===== config.mk =====
export PLATFORM = sky130hd
export DESIGN_NAME = fp_add
export DESIGN_NICKNAME = d
export VERILOG_FILES = /design/src/rtl/fp_pkg.sv /design/src/rtl/fp_lzc.sv /design/src/rtl/fp_add.sv
export SDC_FILE = /design/constraint.sdc
export NUM_CORES = 1
export LEC_CHECK = 0
export ABC_AREA = 1
export BUFFER_PORTS_ARGS = -buffer_cell sky130_fd_sc_hd__buf_4
export CAP_MARGIN = 20
export CORE_UTILIZATION = 40
export CTS_CLUSTER_SIZE = 12
export DETAILED_ROUTE_END_ITERATION = 12
export GPL_TIMING_DRIVEN = 0
export HOLD_SLACK_MARGIN = 0.03
export PLACE_DENSITY = 0.65
export SYNTH_ARGS = -nofsm -noshare
export SYNTH_HDL_FRONTEND = slang
export SYNTH_SLANG_ARGS = --single-unit

===== constraint.sdc =====
create_clock -name clk -period 5 [get_ports clk]
set_clock_uncertainty 0.15 [all_clocks]
set_input_delay 0.5 -clock clk [delete_from_list [all_inputs] [get_ports clk]]
set_output_delay 0.5 -clock clk [all_outputs]
set_load 0.02 [all_outputs]

===== src/rtl/fp_pkg.sv =====
// ---------------------------------------------------------------------------
// fp_pkg -- shared types and constants for the fp_add binary32 adder.
//
// Contents:
//   EXP_W, FRAC_W, BIAS, EXP_MAX  binary32 field geometry
//   QNAN                          canonical quiet NaN returned for invalid ops
//   LATENCY                       cycles from the first edge after reset
//                                 release to done=1 (fixed, informational)
//   fp32_t                        packed {sign, exp, frac} view of a binary32
//   fp_state_e                    one state per pipeline step of the FSM
// ---------------------------------------------------------------------------
package fp_pkg;

  localparam int EXP_W   = 8;
  localparam int FRAC_W  = 23;
  localparam int BIAS    = 127;
  localparam int EXP_MAX = 255;
  localparam int LATENCY = 5;

  localparam logic [31:0] QNAN = 32'h7FC0_0000;

  typedef struct packed {
    logic              sign;
    logic [EXP_W-1:0]  exp;
    logic [FRAC_W-1:0] frac;
  } fp32_t;

  typedef enum logic [2:0] {
    ST_UNPACK,
    ST_ALIGN,
    ST_ADDSUB,
    ST_NORM,
    ST_ROUND,
    ST_DONE
  } fp_state_e;

endpackage : fp_pkg


===== src/rtl/fp_lzc.sv =====
// ---------------------------------------------------------------------------
// fp_lzc -- combinational 27-bit leading-zero counter.
//
// Ports:
//   data_i  [26:0]  value to scan, bit 26 is the most significant
//   cnt_o   [4:0]   number of zeros above the highest set bit (27 if zero)
// ---------------------------------------------------------------------------
module fp_lzc (
  input  logic [26:0] data_i,
  output logic [4:0]  cnt_o
);

  // NOTE: every variable written in always_comb gets a default first, so no
  // path leaves it unassigned and no latch is inferred.
  always_comb begin
    cnt_o = 5'd27;
    // Scanning upward lets the highest set bit win the last assignment.
    for (int i = 0; i < 27; i++) begin
      if (data_i[i]) cnt_o = 5'(26 - i);
    end
  end

endmodule : fp_lzc


===== src/rtl/fp_add.sv =====
// ---------------------------------------------------------------------------
// fp_add -- multi-cycle IEEE-754 binary32 adder, round-to-nearest-even.
//
// Every operation is armed by releasing the reset: operands are captured on
// the first rising edge afterwards and the FSM walks
//   UNPACK -> ALIGN -> ADDSUB -> NORM -> ROUND -> DONE
// one state per clock, so done rises on the fifth edge. result/done then hold
// until reset is asserted again; input changes are ignored meanwhile.
// Denormal inputs are flushed to zero.
//
// Ports:
//   clk     system clock, rising edge
//   reset   asynchronous active-low reset; release starts an operation
//   dataa   operand A (binary32), stable from reset release to capture
//   datab   operand B (binary32)
//   result  A+B (binary32), valid when done=1, zero otherwise
//   done    high once result is valid
//
// Configuration:
//   FP_ADD_SPECIALS_EN  when defined, exponent-255 inputs are decoded as
//                       inf/NaN. When undefined they are treated as ordinary
//                       finite values (deterministic, unspecified result);
//                       overflow to infinity applies in both builds.
// ---------------------------------------------------------------------------
module fp_add
  import fp_pkg::*;
(
  input  logic        clk,
  input  logic        reset,
  input  logic [31:0] dataa,
  input  logic [31:0] datab,
  output logic [31:0] result,
  output logic        done
);

  localparam logic signed [9:0] EXP_OVF = 10'(EXP_MAX);

  fp_state_e state_q, state_d;

  // UNPACK stage: X is the operand with the larger magnitude.
  logic        sx_q, sx_d, sy_q, sy_d;
  logic [7:0]  ex_q, ex_d, ey_q, ey_d;
  logic [23:0] mx_q, mx_d, my_q, my_d;

  // ALIGN stage: Y significand with guard/round/sticky appended.
  logic [26:0] my_al_q, my_al_d;

  // ADDSUB stage: 28-bit sum, bit 27 is the carry.
  logic [27:0] sum_q, sum_d;
  logic        sign_q, sign_d;

  // NORM stage: normalised significand (bit 26 hidden, [2:0] = G/R/S).
  logic [26:0]       n_q, n_d;
  logic signed [9:0] exp_n_q, exp_n_d;
  logic              zero_q, zero_d;

  logic [31:0] result_q, result_d;
  logic        done_q;

  logic [4:0]  lzc;

`ifdef FP_ADD_SPECIALS_EN
  logic        spec_q, spec_d;
  logic [31:0] spec_val_q, spec_val_d;
`endif

  // -------------------------------------------------------------------------
  // FSM
  // -------------------------------------------------------------------------
  always_comb begin
    state_d = state_q;
    unique case (state_q)
      ST_UNPACK: state_d = ST_ALIGN;
      ST_ALIGN:  state_d = ST_ADDSUB;
      ST_ADDSUB: state_d = ST_NORM;
      ST_NORM:   state_d = ST_ROUND;
      ST_ROUND:  state_d = ST_DONE;
      ST_DONE:   state_d = ST_DONE;
      default:   state_d = ST_UNPACK;
    endcase
  end

  // -------------------------------------------------------------------------
  // UNPACK: decode, flush denormals, order by magnitude.
  // -------------------------------------------------------------------------
  fp32_t       op_a, op_b;
  logic [23:0] ma, mb;
  logic        a_ge_b;

  always_comb begin
    op_a = fp32_t'(dataa);
    op_b = fp32_t'(datab);
    ma   = (op_a.exp == '0) ? 24'd0 : {1'b1, op_a.frac};
    mb   = (op_b.exp == '0) ? 24'd0 : {1'b1, op_b.frac};
    // The flushed significand is used so a denormal compares as zero.
    a_ge_b = {op_a.exp, ma[22:0]} >= {op_b.exp, mb[22:0]};
    if (a_ge_b) begin
      sx_d = op_a.sign; ex_d = op_a.exp; mx_d = ma;
      sy_d = op_b.sign; ey_d = op_b.exp; my_d = mb;
    end else begin
      sx_d = op_b.sign; ex_d = op_b.exp; mx_d = mb;
      sy_d = op_a.sign; ey_d = op_a.exp; my_d = ma;
    end
  end

`ifdef FP_ADD_SPECIALS_EN
  logic a_nan, b_nan, a_inf, b_inf;

  always_comb begin
    a_nan = (op_a.exp == 8'(EXP_MAX)) && (op_a.frac != '0);
    b_nan = (op_b.exp == 8'(EXP_MAX)) && (op_b.frac != '0);
    a_inf = (op_a.exp == 8'(EXP_MAX)) && (op_a.frac == '0);
    b_inf = (op_b.exp == 8'(EXP_MAX)) && (op_b.frac == '0);
    spec_d = a_nan | b_nan | a_inf | b_inf;
    if (a_nan || b_nan || (a_inf && b_inf && (op_a.sign != op_b.sign))) begin
      spec_val_d = QNAN;
    end else if (a_inf) begin
      spec_val_d = {op_a.sign, 8'(EXP_MAX), 23'd0};
    end else begin
      spec_val_d = {op_b.sign, 8'(EXP_MAX), 23'd0};
    end
  end
`endif

  // -------------------------------------------------------------------------
  // ALIGN: right-shift Y by the exponent gap, collecting lost bits as sticky.
  // -------------------------------------------------------------------------
  logic [7:0]  exp_diff;
  logic [53:0] wide;

  always_comb begin
    exp_diff = ex_q - ey_q;
    // Upper half is the shifted value, lower half catches what fell off.
    wide     = {my_q, 3'b000, 27'd0} >> exp_diff;
    if (exp_diff >= 8'd26) begin
      my_al_d = {26'd0, |my_q};
    end else begin
      my_al_d = {wide[53:28], wide[27] | (|wide[26:0])};
    end
  end

  // -------------------------------------------------------------------------
  // ADDSUB: |X| >= |Y|, so the difference never goes negative.
  // -------------------------------------------------------------------------
  always_comb begin
    sign_d = sx_q;
    if (sx_q == sy_q) sum_d = {1'b0, mx_q, 3'b000} + {1'b0, my_al_q};
    else              sum_d = {1'b0, mx_q, 3'b000} - {1'b0, my_al_q};
  end

  // -------------------------------------------------------------------------
  // NORM
  // -------------------------------------------------------------------------
  fp_lzc u_lzc (
    .data_i (sum_q[26:0]),
    .cnt_o  (lzc)
  );

  always_comb begin
    zero_d = (sum_q == '0);
    if (sum_q[27]) begin
      n_d     = {sum_q[27:2], sum_q[1] | sum_q[0]};
      exp_n_d = $signed({2'b00, ex_q}) + 10'sd1;
    end else begin
      n_d     = sum_q[26:0] << lzc;
      exp_n_d = $signed({2'b00, ex_q}) - $signed({5'd0, lzc});
    end
  end

  // -------------------------------------------------------------------------
  // ROUND: nearest-even on G/R/S, renormalise on mantissa overflow, pack.
  // -------------------------------------------------------------------------
  logic              round_up;
  logic [24:0]       mant_r;
  logic signed [9:0] exp_r;
  logic [22:0]       frac_r;

  always_comb begin
    round_up = n_q[2] & (n_q[1] | n_q[0] | n_q[3]);
    mant_r   = {1'b0, n_q[26:3]} + {24'd0, round_up};
    if (mant_r[24]) begin
      exp_r  = exp_n_q + 10'sd1;
      frac_r = mant_r[23:1];
    end else begin
      exp_r  = exp_n_q;
      frac_r = mant_r[22:0];
    end

    if (zero_q)                result_d = 32'd0;
    else if (exp_r <= 10'sd0)  result_d = {sign_q, 31'd0};
    else if (exp_r >= EXP_OVF) result_d = {sign_q, 8'(EXP_MAX), 23'd0};
    else                       result_d = {sign_q, exp_r[7:0], frac_r};
`ifdef FP_ADD_SPECIALS_EN
    if (spec_q) result_d = spec_val_q;
`endif
  end

  // -------------------------------------------------------------------------
  // Registers
  // -------------------------------------------------------------------------
  // NOTE: sequential state uses non-blocking assignments so every register
  // samples pre-edge values regardless of statement order.
  // NOTE: the whole datapath is cleared on reset, not just the FSM, so an
  // aborted operation leaves nothing behind and the outputs read zero.
  always_ff @(posedge clk or negedge reset) begin
    if (!reset) begin
      state_q  <= ST_UNPACK;
      sx_q     <= 1'b0;  sy_q <= 1'b0;
      ex_q     <= '0;    ey_q <= '0;
      mx_q     <= '0;    my_q <= '0;
      my_al_q  <= '0;
      sum_q    <= '0;
      sign_q   <= 1'b0;
      n_q      <= '0;
      exp_n_q  <= '0;
      zero_q   <= 1'b0;
      result_q <= '0;
      done_q   <= 1'b0;
`ifdef FP_ADD_SPECIALS_EN
      spec_q     <= 1'b0;
      spec_val_q <= '0;
`endif
    end else begin
      state_q <= state_d;
      unique case (state_q)
        ST_UNPACK: begin
          sx_q <= sx_d;  sy_q <= sy_d;
          ex_q <= ex_d;  ey_q <= ey_d;
          mx_q <= mx_d;  my_q <= my_d;
`ifdef FP_ADD_SPECIALS_EN
          spec_q     <= spec_d;
          spec_val_q <= spec_val_d;
`endif
        end
        ST_ALIGN:  my_al_q <= my_al_d;
        ST_ADDSUB: begin
          sum_q  <= sum_d;
          sign_q <= sign_d;
        end
        ST_NORM: begin
          n_q     <= n_d;
          exp_n_q <= exp_n_d;
          zero_q  <= zero_d;
        end
        ST_ROUND: begin
          result_q <= result_d;
          done_q   <= 1'b1;
        end
        default: ;
      endcase
    end
  end

  assign result = result_q;
  assign done   = done_q;

endmodule : fp_add


==> reports/qor.yml <==
clock_network:
  path_clk_slew_ns: 0.08
  cts_buffers: 17
  cts.sinks: 196
  postCtsSetupBuffers: 0
  clock_latency_ns: 0.47
  cts_buffer_depth: 2
  root_buffer: "clkbuf_16"
  cts_max_level: 4
  cts_tree: "done"
yosys:
  ys_async_sr_fraction_pct: 100
  ys_ff_latch: 196
  synthDominantCellAreaShare_pct: 30.8
  synth_area_leaders: "dfrtp_1, nand2_1, nand3_1, ha_1, a21oi_1"
  synthFlopType: "dfrtp_1"
  netlist_area_um2: 15900
  syn_avg_cell_area_um2: 6.60
  synth_warnings: 0
  synth_nets: 2576
  synth_cell_types: 55
  synth-seq-area-share_pct: 30.8
  synthCells: 2412
  synth_edf_count: 0
  synth_top_area_cell: "dfrtp_1"
critical_path:
  r2r_cells: 36
  endpoint_kind: "register"
  startpoint_type: "register"
  path_depth: 36
  path_delay_family: "simple AND/OR/NAND/NOR gates"
  cp_common_cell: "nand2_1"
  worstPathRequired_ns: 5.23
  cp_slowest_cell: "dfrtp_1"
  slowest_delay_ns: 0.50
  arrival_ns: 4.81
  worst-setup-path-type: "register to register"
  critPathMaxFanout: 10
  crit_buf_inv: 3
detailed_routing:
  drt_wl_total_mm: 55.7
  top_layer: "met4"
  drtIter0Drc: 1489
  first_pass_iters: 6
  detail_route.wl_per_cell_um: 18.2
  viasPerCell: 5.57
  routed-wl-met2_mm: 26.5
  dr_total_vias: 17100
  dr_wl_met3_mm: 2.97
  drcViolationCount: 0
  routedLengthMet1_mm: 23.4
  ant_nets: 0
power_and_ir_drop:
  p_total_mw: 9.57
  p_leak_nw: 9.06
  vdd_ir_drop_max_uv: 230
  power.density_nw_per_um2: 533
global_routing:
  grt_pass1_wl_mm: 88.8
  gr-total-overflow: 0
  grt_pass1_vias: 16600
  grt_max_degree: 101
  grt.total_usage_pct: 27.8
  grt_antenna_before_repair: 0
place:
  place.port_buffers: 98
  dpl_cell_area_um2: 17300
  gp_congestion: 0.987
  placedCellCount: 3029
  hpwl_mm: 44.7
  dp_worst_setup_slack_ns: -0.114
flow_run:
  cap_violations: 0
final_layout:
  final_cell_area_um2: 18000
  fin_util_pct: 46.1
  finalNonFillerCells: 3062
  antennaDiodeCount: 0
  fin_nets: 2695
  drive_gt1_share_pct: 6.72
  syn2layout_area_growth_pct: 12.8
min_path:
  hold_class: "input pin to register"
  min_path_cells: 3
timing:
  fmax_ghz: 0.218
  finalHoldViolCount: 0
  period_needed_ns: 4.58
  rsz0062_at_grt: "no"
  tightest_slew_ns: 1.13
  hold_slack_ns: 0.152
  drv_slew: 0
  tns_ns: 0
  final-setup-viol-count: 0
  slew_headroom_pct: 24.3
  setup_slack_ns: 0.419
  period_share_pct: 91.6
floorplan:
  num_rows: 72
  initial_utilization_pct: 40.9
  fp.dieW_um: 201
  pin_count: 99
  core_region_area_um2: 38900
  die_area_um2: 40600
  die_height_um: 201
outcome:
  status: "finished, final reports clean"
[cells by family after synthesis]
group | after synthesis | share of synthesized area [%]
simple gates | 1197 | 32.4
mux | 2 | 0.126
flops | 196 | 30.8
fa+ha+maj | 98 | 7.85
buf+inv | 375 | 8.95
compound gates | 496 | 17.2
xor+xnor | 48 | 2.64
[sequential cells by signal, summed over array words and instances, names as in the netlist]
register	count
state_q	3
ey_q	8
ex_q	8
sign_q	1
my_al_q	27
zero_q	1
sign_d	1
sum_q	28
sy_q	1
n_q	27
result	32
my_q	24
exp_n_q	10
mx_q	24
done	1
[synth_stat cells, drive strengths merged (4+ instances only)]
cell,number
a21boi,6
a21oi,229
a22o,5
a22oi,16
a31oi,17
and2,4
buf,18
clkbuf,89
clkinv,6
dfrtp,196
ha,95
inv,262
nand2,641
nand3,261
nand4,28
nor2,200
nor3,29
nor4,24
o211ai,4
o21ai,166
o221ai,14
o22ai,17
o31ai,9
or2,5
xnor2,5
xor2,43
[worst reg2reg max path, delay by kind of cell, from the launching register on]
| family | cells | cell delay [ns] |
|---|---|---|
| compound gates | 2 | 0.18 |
| flops | 1 | 0.50 |
| buf+inv | 3 | 0.53 |
| simple gates | 29 | 2.53 |
| fa+ha+maj | 2 | 0.60 |
[where the power goes]
group / internal, mW / total, mW / leakage (nW) / switching (mW)
combinational: 1.77 / 5.48 / 6.42 / 3.71
sequential: 2.05 / 2.70 / 2.36 / 0.651
clock: 0.669 / 1.39 / 0.284 / 0.717
total: 4.49 / 9.57 / 9.06 / 5.08
[area by class of cell]
type	instances	area, um^2
timing repair buffer	101	788
clock inverter	15	165
sequential	196	4900
clock buffer	17	425
inverter	268	1010
buffer	106	414
fill	4132	21000
multi-input combinational	1841	9600
tap	518	648
[timing repair]
action,4_1_cts,5_1_grt
hold buffers,1,0
resized for setup,0,4
hold endpoints to repair,99,0
endpoints found under the setup margin,0,60
[cell usage in the layout (no fill, tap or decap), drive strengths merged, types with 16 or more instances in the layout]
cell type and n:
buf 118, xor2 43, nor4 24, a21oi 229, nand2 641, nand3 261, nor2 200, dfrtp 196
nor3 29, clkbuf 105, a22oi 16, ha 95, a31oi 17, o21ai 166, o22ai 17, nand4 28
inv 267
[final timing paths]
| path | startpoint | to | slack [ns] |
|---|---|---|---|
| max | sum_q[2]$_DFFE_PN0N_ | exp_n_q[8]$_DFFE_PN0P_ | 0.42 |
| min | dataa[0] | mx_q[0]$_DFFE_PN0P_ | 0.15 |
| max reg2reg | sum_q[2]$_DFFE_PN0N_ | exp_n_q[8]$_DFFE_PN0P_ | 0.42 |
| min reg2reg | done$_DFFE_PN0P_ | done$_DFFE_PN0P_ | 0.33 |
| max in group asynchronous | reset | mx_q[8]$_DFFE_PN0P_ | 3.19 |
| min in group asynchronous | reset | result[5]$_DFFE_PN0P_ | 0.51 |
[layer usage]
| layer | track usage [%] | vias to the layer above |
|---|---|---|
| li1 | - | 8289 |
| met1 | 34.8 | 8034 |
| met2 | 46.9 | 612 |
| met3 | 3.74 | 118 |
| met4 | 14.3 | 0 |
| met5 | 0 | - |
(Power assumes the default switching activity.)
